==> src/rtl/top_cpu_pkg.sv <==
// -----------------------------------------------------------------------------
// top_cpu_pkg
// Shared constants and types for the teaching-CPU datapath.
//   DATA_W    : operand / register width
//   NUM_REGS  : register file depth
//   RD_W      : width of the destination-register select
//   alu_op_e  : ALU operation encoding carried on f0
//   word_t    : one datapath word
// -----------------------------------------------------------------------------
package top_cpu_pkg;

   localparam int DATA_W   = 16;
   localparam int NUM_REGS = 16;
   localparam int RD_W     = $clog2(NUM_REGS);

   typedef enum logic [1:0] {
      OP_ADD = 2'b00,
      OP_SUB = 2'b01,
      OP_MUL = 2'b10,
      OP_AND = 2'b11
   } alu_op_e;

   typedef logic [DATA_W-1:0] word_t;

endpackage

==> src/rtl/top_cpu_alu.sv <==
// -----------------------------------------------------------------------------
// top_cpu_alu
// Purely combinational 16-bit ALU. All arithmetic wraps modulo 2^16; carry,
// borrow and the upper product half are dropped.
// Build option: TOP_CPU_MUL_EN -- when defined, f0=10 multiplies; when
// undefined, no multiplier is built and f0=10 produces zero.
// Ports:
//   f0     in  [1:0]   operation select (alu_op_e)
//   rs1    in  word_t  operand A (unsigned)
//   rs2    in  word_t  operand B (unsigned)
//   cin    in  1       carry-in, used by add only
//   bin    in  1       borrow-in, used by subtract only
//   result out word_t  ALU result
// -----------------------------------------------------------------------------
module top_cpu_alu
   import top_cpu_pkg::*;
(
   input  logic [1:0] f0,
   input  word_t      rs1,
   input  word_t      rs2,
   input  logic       cin,
   input  logic       bin,
   output word_t      result
);

   always_comb begin
      result = '0;
      case (alu_op_e'(f0))
         OP_ADD: result = rs1 + rs2 + word_t'(cin);
         OP_SUB: result = rs1 - rs2 - word_t'(bin);
`ifdef TOP_CPU_MUL_EN
         // Result context is 16 bits, so only the low product half is kept.
         OP_MUL: result = rs1 * rs2;
`else
         OP_MUL: result = '0;
`endif
         OP_AND: result = rs1 & rs2;
         default: result = '0;
      endcase
   end

endmodule

==> src/rtl/top_cpu.sv <==
// -----------------------------------------------------------------------------
// top_cpu
// Single-cycle datapath: the ALU result is written every rising clk edge into
// the register selected by opcode_rd (no write enable). All registers are
// visible on out_wb. Register 0 is an ordinary writable register.
// Build option: TOP_CPU_MUL_EN enables the multiply operation (see ALU).
// Ports:
//   clk        in  1              rising-edge clock
//   rst_n      in  1              asynchronous active-low reset, clears regs
//   f0         in  [1:0]          ALU operation select
//   opcode_rd  in  [RD_W-1:0]     destination register index
//   rs1, rs2   in  word_t         operands
//   cin, bin   in  1              carry-in (add) / borrow-in (subtract)
//   out        out word_t         combinational ALU result
//   out_wb     out word_t [16]    register file contents, out_wb[i] = reg i
// -----------------------------------------------------------------------------
module top_cpu
   import top_cpu_pkg::*;
(
   input  logic            clk,
   input  logic            rst_n,
   input  logic [1:0]      f0,
   input  logic [RD_W-1:0] opcode_rd,
   input  word_t           rs1,
   input  word_t           rs2,
   input  logic            cin,
   input  logic            bin,
   output word_t           out,
   output word_t           out_wb [NUM_REGS]
);

   word_t alu_res;

   top_cpu_alu u_alu (
      .f0     (f0),
      .rs1    (rs1),
      .rs2    (rs2),
      .cin    (cin),
      .bin    (bin),
      .result (alu_res)
   );

   assign out = alu_res;

   // Each register is its own flop bank so the asynchronous clear reaches
   // every entry; the destination decode is a simple per-register compare.
   generate
      for (genvar gi = 0; gi < NUM_REGS; gi++) begin : g_reg
         word_t reg_q;
         word_t reg_d;

         always_comb begin
            reg_d = reg_q;
            if (opcode_rd == RD_W'(gi)) begin
               reg_d = alu_res;
            end
         end

         always_ff @(posedge clk or negedge rst_n) begin
            if (!rst_n) begin
               reg_q <= '0;
            end else begin
               reg_q <= reg_d;
            end
         end

         assign out_wb[gi] = reg_q;
      end
   endgenerate

endmodule

==> config.mk <==
export PLATFORM = sky130hd
export DESIGN_NAME = top_cpu
export DESIGN_NICKNAME = d
export VERILOG_FILES = /design/src/rtl/top_cpu_pkg.sv /design/src/rtl/top_cpu_alu.sv /design/src/rtl/top_cpu.sv
export SDC_FILE = /design/constraint.sdc
export NUM_CORES = 1
export LEC_CHECK = 0
export ABC_AREA = 1
export CAP_MARGIN = 20
export CORE_AREA = 2 2 157 198
export CTS_CLUSTER_DIAMETER = 40
export DETAILED_ROUTE_END_ITERATION = 7
export DIE_AREA = 0 0 159 200
export DONT_BUFFER_PORTS = 1
export PLACE_DENSITY = 0.59
export SETUP_SLACK_MARGIN = 0.05
export SLEW_MARGIN = 20
export SYNTH_ARGS = -nofsm -noshare
export SYNTH_HDL_FRONTEND = slang
export SYNTH_SLANG_ARGS = --single-unit
==> constraint.sdc <==
create_clock -name clk -period 3.55 [get_ports clk]
set_input_delay 0.71 -clock clk [delete_from_list [all_inputs] [get_ports clk]]
set_output_delay 0.71 -clock clk [all_outputs]
set_load 0.05 [all_outputs]
==> results of run 1 <==
==> cell type report <==
class / count / area share
well taps: 401 / 0.0359
multi-input cells: 1104 / 0.375
inverters: 118 / 0.0317
repair buffers: 38 / 0.0204
flip-flops and latches: 256 / 0.458
clock inverters: 19 / 0.0184
clock buffers: 38 / 0.0602
==> Yosys cell counts, types with 4 or more instances <==
cell	count	area (um2)
o21ai_2	9	78.8
nand2_1	855	3210
a21oi_2	6	52.6
clkbuf_1	17	63.8
nand2_2	17	106
buf_6	18	203
o221ai_2	4	60.1
buf_2	10	50.1
nand3_2	14	140
buf_4	4	30.0
o21ai_0	13	65.1
o21ai_1	4	20.0
nand3_4	7	123
inv_2	16	60.1
nand4_1	7	43.8
nor2_2	4	25.0
inv_1	95	357
dfrtp_1	256	6410
fa_1	4	80.1
nand3b_1	5	37.5
ha_1	42	526
clkinv_1	7	26.3
nor2_1	42	158
a21oi_1	16	80.1
nor2_4	6	67.6
nand3_1	28	140
==> worst max-delay path, stage by stage <==
cell,delay (ps)
inv_1,30
ha_1,320
inv_1,90
ha_1,390
nand2_1,90
nor2_1,240
nand3_2,120
nand3_1,80
nand2_1,50
nand3_1,100
nand3_2,390
==> where the power goes <==
part	total (mW)	internal, mW	switching [mW]
sequential	6.26	3.49	2.78
clock	3.35	2.01	1.34
combinational	1.57	0.518	1.05
==> cell families (layout without fill, tap and decap cells) <==
group	Yosys count	after routing	share of synthesized area
xor+xnor	2	2	0.00141
buf+inv	169	213	0.0664
compound gates	60	60	0.0342
flops	256	256	0.516
fa+ha+maj	46	46	0.0487
simple gates	996	996	0.334
==> per-layer routing <==
layer / vias up / GRT usage / share of wire
met5: - / 0 / 0
met4: 0 / 0.0808 / 0.032
met3: 68 / 0.0798 / 0.091
met2: 363 / 0.437 / 0.48
met1: 4725 / 0.293 / 0.39
li1: 4696 / - / -
==> how the worst max path moves through the flow <==
stage          startpoint       to  slack [ps]  depth (start not counted)
2_1_floorplan      rs1[0]   out[6]         230                         10
3_3_place_gp       rs1[0]   out[6]         190                         11
3_5_place_dp       rs1[0]   out[6]         220                         11
4_1_cts            rs1[8]  out[13]         220                         11
5_1_grt            rs1[3]   out[7]          60                         11
6_report           rs1[8]  out[13]         210                         11
==> through the flow <==
stage | utilization | setup WS, ps | total power [mW]
CTS | 0.469 | 215 | 11.2
detailed placement | 0.432 | 217 | 7.89
global placement | 0.432 | 187 | 7.86
finish | 0.469 | 212 | 11.2
global route | 0.469 | 63.5 | 11.6
floorplan | - | 229 | 7.26
==> out/metrics.cfg, run 1 <==
[run_status]
status=finished, violations left
violations=hold timing

[setup_path]
worstSetupEndpointType=output port
critPathKind=input port to output port
reg2reg_slack_ps=2590
arrival_ps=2630
cp_max_fo=5
r2r_start=g_reg[3].reg_q[9]$_DFFE_PN0N_
worst_r2r_path_depth=2
cp-start-kind=input port
required_ps=2840
r2r-end=g_reg[3].reg_q[9]$_DFFE_PN0N_

[synthesis]
synthDistinctLibCells=41
yosysSeqAreaShare=0.516
async_flop_share=1.00
syn_area_mm2=0.0124
synth_warnings=0
synth_edf_count=0
ys.flop_type=dfrtp_1
ys_seq_elements=256
syn_nets=1617
syn_avg_cell_area_um2=8.13
synthCells=1529

[layout]
reg_top3=g.reg_q: 256 flops
final_cell_mix=nand2_1, dfrtp_1, inv_1
areaGrowthSynthToFinish_pct=12.6
ff_latch_area_mm2=0.00641
layout-drive-gt1-share=0.117
fillers=2962
multi_input_area_mm2=0.00525
top_register=g.reg_q
layout_commonest_cell=nand2_1
diodes=0
layout.nets=1637
stdcell_area_mm2=0.0140
largest_register_ffs=256
finalNonFillerCells=1974

[placement]
dp.cells=1917
place_hpwl_um=29500
gp_congestion=0.900
place_area_mm2=0.0129
port_buffers=0

[sta]
rsz0062_at_grt=false
setup_viol=0
fin_crit_sh=0.940
hold_violations=256
finalClockSkew_ps=0
max-slew-margin-rel=0.589
maxSlewViolCount=0
fin_tns_setup_ps=0
post-route-min-period_ps=3340
max_freq_mhz=300
tightest_slew_ps=613
hold_ws_ps=-168

[clocking]
cts_buffers=31
cts-htree-levels=1
cts_resized=0
postCtsSetupRepairBufs=0
clk_latency_ps=570
tritoncts=yes
clock_path_buffers=3
clk_pin_slew_ps=60
cts.sinks=256
cts_root_buffer=clkbuf_16

[floorplanning]
fp-row-count=71
start_util=0.416
dieArea_mm2=0.0318
io_pins=314
die_x_um=159
core_area_mm2=0.0298
die_h_um=200

[detailed_routing]
drtPass1Iterations=5
vias_per_cell=4.99
wl_per_cell_um=20.4
ant_nets=0
routed_wl_um=40300
drc=0
vias=9852
drt-initial-drc-count=873

[global_route]
grt_pass1_vias=9953
grt.overflow.total=0
grt_start_max_net_pins=257
grt_pass1_wl_um=60700
antenna_found_initial=0
track_usage=0.250

[power]
peakVddDrop_uv=387
p_leak_nw=7.74
power_density_mw_per_mm2=799

[worst_hold_path]
hp-class=input port to asynchronous set/reset pin

[flow_run]
drv_cap=0

Power figures use the tool's default switching activity.
==> run 2: changes to the inputs <==
--- a/config.mk
+++ b/config.mk
@@ -6,14 +6,14 @@
 export NUM_CORES = 1
 export LEC_CHECK = 0
 export ABC_AREA = 1
-export CAP_MARGIN = 20
+export CAP_MARGIN = 30
 export CORE_AREA = 2 2 157 198
 export CTS_CLUSTER_DIAMETER = 40
 export DETAILED_ROUTE_END_ITERATION = 7
 export DIE_AREA = 0 0 159 200
 export DONT_BUFFER_PORTS = 1
-export PLACE_DENSITY = 0.59
 export SETUP_SLACK_MARGIN = 0.05
+export SKIP_LAST_GASP = 1
 export SLEW_MARGIN = 20
 export SYNTH_ARGS = -nofsm -noshare
 export SYNTH_HDL_FRONTEND = slang
==> run 2 against run 1 <==
The flow still finishes with violations (hold timing). Non-clock buffer count rose by 2. Fmax is 0.84% higher. Flip-flop and latch count did not move. Critical path depth is 3 higher. Via count up 0.38%. Hold slack gained 30 ps. First-iteration DRC count is 13% lower. Largest cell class unchanged. Largest power group unchanged.
==> out/metrics.cfg, run 2 (synthesized netlist as in run 1, its figures left out) <==
[global_route]
grt_pass1_wl_um=61100
grt.overflow.total=0
antenna_found_initial=0
grt_start_max_net_pins=257
grt_pass1_vias=9686
track_usage=0.254

[layout]
largest_register_ffs=256
layout-drive-gt1-share=0.115
top_register=g.reg_q
final_cell_mix=nand2_1, dfrtp_1, inv_1
reg_top3=g.reg_q: 256 flops
stdcell_area_mm2=0.0139
layout.nets=1637
fillers=2926
layout_commonest_cell=nand2_1
diodes=0
areaGrowthSynthToFinish_pct=12.1

[clocking]
postCtsSetupRepairBufs=0
clk_latency_ps=540
cts-htree-levels=1
clk_pin_slew_ps=60
clock_path_buffers=3
tritoncts=yes
cts.sinks=256
cts_root_buffer=clkbuf_16
cts_buffers=29

[power]
power_density_mw_per_mm2=783
peakVddDrop_uv=388
p_leak_nw=7.69
p_total_mw=10.9

[detailed_routing]
wl_per_cell_um=20.7
ant_nets=0
drc=0
vias=9889
vias_per_cell=5.02
routed_wl_um=40900
drtPass1Iterations=5
drt-initial-drc-count=757

[sta]
finalClockSkew_ps=0
fin_crit_sh=0.932
post-route-min-period_ps=3310
max_freq_mhz=302
max-slew-margin-rel=0.555
hold_ws_ps=-138
tightest_slew_ps=665
setup_viol=0
fin_tns_setup_ps=0
rsz0062_at_grt=false
maxSlewViolCount=0
hold_violations=256

[setup_path]
cp_slowest_cell=ha_1
r2r-end=g_reg[8].reg_q[13]$_DFFE_PN0N_
required_ps=2840
reg2reg_slack_ps=2580
slowest_delay_ps=370
worst_r2r_path_depth=2
worstSetupEndpointType=output port
critPathKind=input port to output port
crit_chain=inv_1 -> ha_1 -> inv_1 -> ha_1 -> nand2_2 -> nand2_4 -> nand2_4 -> nand2_4 -> a21boi_1 -> o21ai_1 -> nand3b_1 -> nand2_2 -> inv_1 -> buf_4
crit_buf_inv=4
crit_family=adder cells
r2r_start=g_reg[8].reg_q[13]$_DFFE_PN0N_
cp_max_fo=5
cp-start-kind=input port
arrival_ps=2600

[floorplanning]
core_area_mm2=0.0298
io_pins=314
die_h_um=200
start_util=0.416
die_x_um=159
dieArea_mm2=0.0318
fp-row-count=71

[run_status]
status=finished, violations left
violations=hold timing

[worst_hold_path]
hp-class=input port to asynchronous set/reset pin

[placement]
place_hpwl_um=30400
port_buffers=0
place_area_mm2=0.0129
gp_congestion=0.919

[flow_run]
drv_cap=0

[run 2: cell count changes in the layout (fill, tap and decap cells not counted), sizes merged]
| cell | before | now |
|---|---|---|
| buf | 38 | 40 |
| bufinv | 4 | 3 |
| clkbuf | 38 | 37 |
| clkinv | 19 | 13 |
| clkinvlp | 0 | 3 |
[run 2: area by class of cell]
cell class | instances | area [um2] | share of cell area
flip-flops and latches | 256 | 6410 | 0.460
inverters | 118 | 443 | 0.0318
well taps | 401 | 502 | 0.0360
clock inverters | 15 | 183 | 0.0131
repair buffers | 40 | 325 | 0.0234
multi-input cells | 1104 | 5270 | 0.378
clock buffers | 37 | 796 | 0.0572
[run 2: timing repair]
action,CTS,global route
endpoints found under the hold margin,256,256
gates resized for setup,0,2
endpoints found under the setup margin,0,3
[run 2: layer usage]
layer  vias up  global-route usage  share of wire
li1       4702                   -              -
met1      4766               0.299           0.39
met2       372               0.457           0.50
met3        49              0.0752          0.091
met4         0              0.0633          0.023
met5         -                   0              0
[run 2: where the power goes]
group / switching (mW) / total (mW) / internal, mW
clock network: 1.23 / 3.04 / 1.81
logic: 1.06 / 1.59 / 0.531
registers: 2.77 / 6.26 / 3.49
[run 2: metrics by stage]
stage / setup WS, ps / std cells / util / hold slack, ps
final: 240 / 1971 / 0.466 / -138
after global routing: 92.5 / 1971 / 0.466 / -165
after CTS: 222 / 1971 / 0.466 / -163
after detailed placement: 230 / 1919 / 0.433 / 420
after global placement: 233 / 1919 / 0.433 / 419
after floorplan: 229 / 1529 / - / 414
[run 2: how the worst max path moves through the flow]
stage | from | end | slack [ps] | cells past startpoint
3_5_place_dp | rs1[3] | out[6] | 230 | 14
2_1_floorplan | rs1[0] | out[6] | 230 | 10
4_1_cts | rs1[5] | out[7] | 220 | 11
3_3_place_gp | rs1[0] | out[6] | 230 | 11
6_report | rs1[3] | out[6] | 240 | 14
5_1_grt | rs1[4] | out[11] | 90 | 13
[run 2: worst register-to-register path: stages, from the launching register on]
cell	delay, ps
dfrtp_1	720
nand2_1	110
nand2_1	80
==> run 3: changes to the inputs <==
--- a/config.mk
+++ b/config.mk
@@ -5,13 +5,13 @@
 export SDC_FILE = /design/constraint.sdc
 export NUM_CORES = 1
 export LEC_CHECK = 0
-export ABC_AREA = 1
 export CAP_MARGIN = 30
-export CORE_AREA = 2 2 157 198
+export CORE_AREA = 2 2 150 189
 export CTS_CLUSTER_DIAMETER = 40
 export DETAILED_ROUTE_END_ITERATION = 7
-export DIE_AREA = 0 0 159 200
+export DIE_AREA = 0 0 152 191
 export DONT_BUFFER_PORTS = 1
+export HOLD_SLACK_MARGIN = 0.06
 export SETUP_SLACK_MARGIN = 0.05
 export SKIP_LAST_GASP = 1
 export SLEW_MARGIN = 20
==> constraint.sdc (replaced) <==
create_clock -name clk -period 4.3 [get_ports clk]
set_input_delay 0.86 -clock clk [delete_from_list [all_inputs] [get_ports clk]]
set_output_delay 0.86 -clock clk [all_outputs]
set_load 0.05 [all_outputs]
==> run 3 against run 2 <==
The flow still finishes with violations (hold timing). Clock skew did not move. Worst setup slack worse by 140 ps. Via count shrank 13%. Cell area fell by 4.7%. Critical endpoint is now out[15]. Largest power group unchanged.
==> out/metrics.cfg, run 3 <==
[setup_path]
cp_max_fo=7
arrival_ps=3340
required_ps=3440
critPathKind=input port to output port
cp-start-kind=input port
cp_slowest_cell=a221oi_4
crit_buf_inv=5
slowest_delay_ps=380
worstSetupEndpointType=output port
crit_chain=inv_1 -> ha_1 -> inv_1 -> ha_1 -> buf_4 -> nand2_1 -> o21ai_1 -> a41oi_2 -> o41ai_4 -> mux2i_1 -> a221oi_4 -> clkinvlp_4 -> buf_4
crit_family=compound AO/OA/AOI/OAI gates

[run_status]
violations=hold timing
status=finished, violations left

[placement]
place_area_mm2=0.0121
port_buffers=0
place_hpwl_um=25600
gp_congestion=0.903

[synthesis]
synth_area_leader_cell=dfrtp_1
synthTopCellsByArea=dfrtp_1, a21oi_1, nor2_1
ys.flop_type=dfrtp_1
synth_warnings=0
ys_seq_elements=256
yosysMostFrequentCell=dfrtp_1
synth_top_area_frac=0.565
synth_edf_count=0
synthCells=1193
syn_avg_cell_area_um2=9.51
synthDistinctLibCells=62
async_flop_share=1.00
synthTopCellsByCount=dfrtp_1, nor2_1, a21oi_1, nand2_1, o21ai_0
syn_nets=1281
syn_area_mm2=0.0113
yosysSeqAreaShare=0.565

[flow_run]
drv_cap=0

[clocking]
cts-htree-levels=1
clock_path_buffers=3
cts_root_buffer=clkbuf_16
clk_pin_slew_ps=60
cts_buffers=30
tritoncts=yes
cts.sinks=256
clk_latency_ps=560

[layout]
diodes=0
final_cell_mix=dfrtp_1, nor2_1, a21oi_1
stdcell_area_mm2=0.0133
layout.nets=1300
areaGrowthSynthToFinish_pct=17.0
top_register=g.reg_q
layout-drive-gt1-share=0.148
reg_top3=g.reg_q: 256 flops
post-route-util=0.486
largest_register_ffs=256
layout_commonest_cell=dfrtp_1
fillers=2583

[detailed_routing]
vias_per_cell=5.43
met1Wirelength_um=15000
drtPass1Iterations=5
wl_per_cell_um=23.2
drt-initial-drc-count=473
wl_met2_um=17900
drc=0
dr_wl_met3_um=2810
top_layer=met4
vias=8600
routed_wl_um=36700
ant_nets=0

[floorplanning]
io_pins=314
core_area_mm2=0.0273
dieArea_mm2=0.0290
die_x_um=152
die_h_um=191
fp-row-count=68
start_util=0.415

[sta]
hold_ws_ps=-10.0
rsz0062_at_grt=true
finalClockSkew_ps=0
setup_viol=0
max-slew-margin-rel=0.472
hold_violations=3
tightest_slew_ps=790
fin_crit_sh=0.977
maxSlewViolCount=0
post-route-min-period_ps=4200
max_freq_mhz=238

[global_route]
antenna_found_initial=2
grt.overflow.total=0
track_usage=0.247
grt_start_max_net_pins=257
grt_pass1_wl_um=54800
grt_pass1_vias=8411

[power]
power_density_mw_per_mm2=710
peakVddDrop_uv=317
p_leak_nw=5.88

[worst_hold_path]
hp-class=input port to asynchronous set/reset pin

## run 3: changes by cell type after synthesis, sizes merged, moves of 7 or more
cell	delta
buf	-25
mux2i	+7
nor3	+9
a21oi	+190
nor2b	+8
nor2	+159
nand3	-44
nand2	-775
xnor2	+12
clkbuf	+47
inv	-46
nand2b	+8
o21ai	+71
## run 3: area by class of cell
cell class	instances	area, um2	area share
repair buffers	60	482	0.0363
clock inverters	17	159	0.0120
clock buffers	38	811	0.0611
inverters	66	259	0.0195
multi-input cells	798	4720	0.355
flip-flops and latches	256	6410	0.483
well taps	350	438	0.0330
## run 3: cells by family (layout without fill, tap and decap cells)
group	Yosys count	in the layout	synth area share
AOI/OAI and AO/OA	357	357	0.180
xor gates and xnor gates	20	20	0.0154
adders and majority gates	46	46	0.0534
buffers and inverters	139	181	0.0477
DFF	256	256	0.565
muxes	7	7	0.00618
and+or+nand+nor	368	368	0.133
## run 3: where the power goes
group | internal (mW) | switching, mW
Combinational | 0.543 | 0.953
Clock | 1.41 | 1.04
Sequential | 2.94 | 2.55
Total | 4.89 | 4.54
## run 3: repair_timing
item                       4_1_cts  5_1_grt
resized for setup                6       35
setup endpoints to repair        5        8
pin swaps                        2       10
buffers inserted                 0        1
hold endpoints to repair       256      256
## run 3: worst paths after layout
path	from	slack, ps	end	cells past startpoint
worst max register to register	g_reg[0].reg_q[4]$_DFFE_PN0N_	3290	g_reg[0].reg_q[4]$_DFFE_PN0N_	2
worst min register to register	g_reg[7].reg_q[6]$_DFFE_PN0N_	800	g_reg[7].reg_q[6]$_DFFE_PN0N_	2
worst min-delay path	rst_n	-10	g_reg[12].reg_q[1]$_DFFE_PN0N_	0
max in group asynchronous	rst_n	3920	g_reg[15].reg_q[13]$_DFFE_PN0N_	0
min in group clk	opcode_rd[3]	540	g_reg[1].reg_q[9]$_DFFE_PN0N_	3
worst max-delay path	rs1[10]	100	out[15]	13
## run 3: routing by layer
layer / track usage / vias up
li1: - / 4049
met4: 0.0784 / 0
met5: 0 / -
met1: 0.312 / 4146
met2: 0.418 / 351
met3: 0.0642 / 54
## run 3: per-stage QoR
stage               power (mW)  hold WS (ps)  TNS [ps]  std cells  setup WS [ps]
global route              9.80         -36.2         0       1585           22.8
global placement          6.93           571      -132       1527           -132
detailed placement        6.98           571      -156       1529           -156
floorplan                 6.32           564         0       1193           64.3
finish                    9.43         -10.0         0       1585            101
CTS                       9.45         -35.1         0       1584           26.2
## run 3: worst register-to-register path: cells and delay by family (launching register included)
family / cells / cell delay, ps
AOI/OAI and AO/OA: 1 / 140
DFF: 1 / 690
and+or+nand+nor: 1 / 100
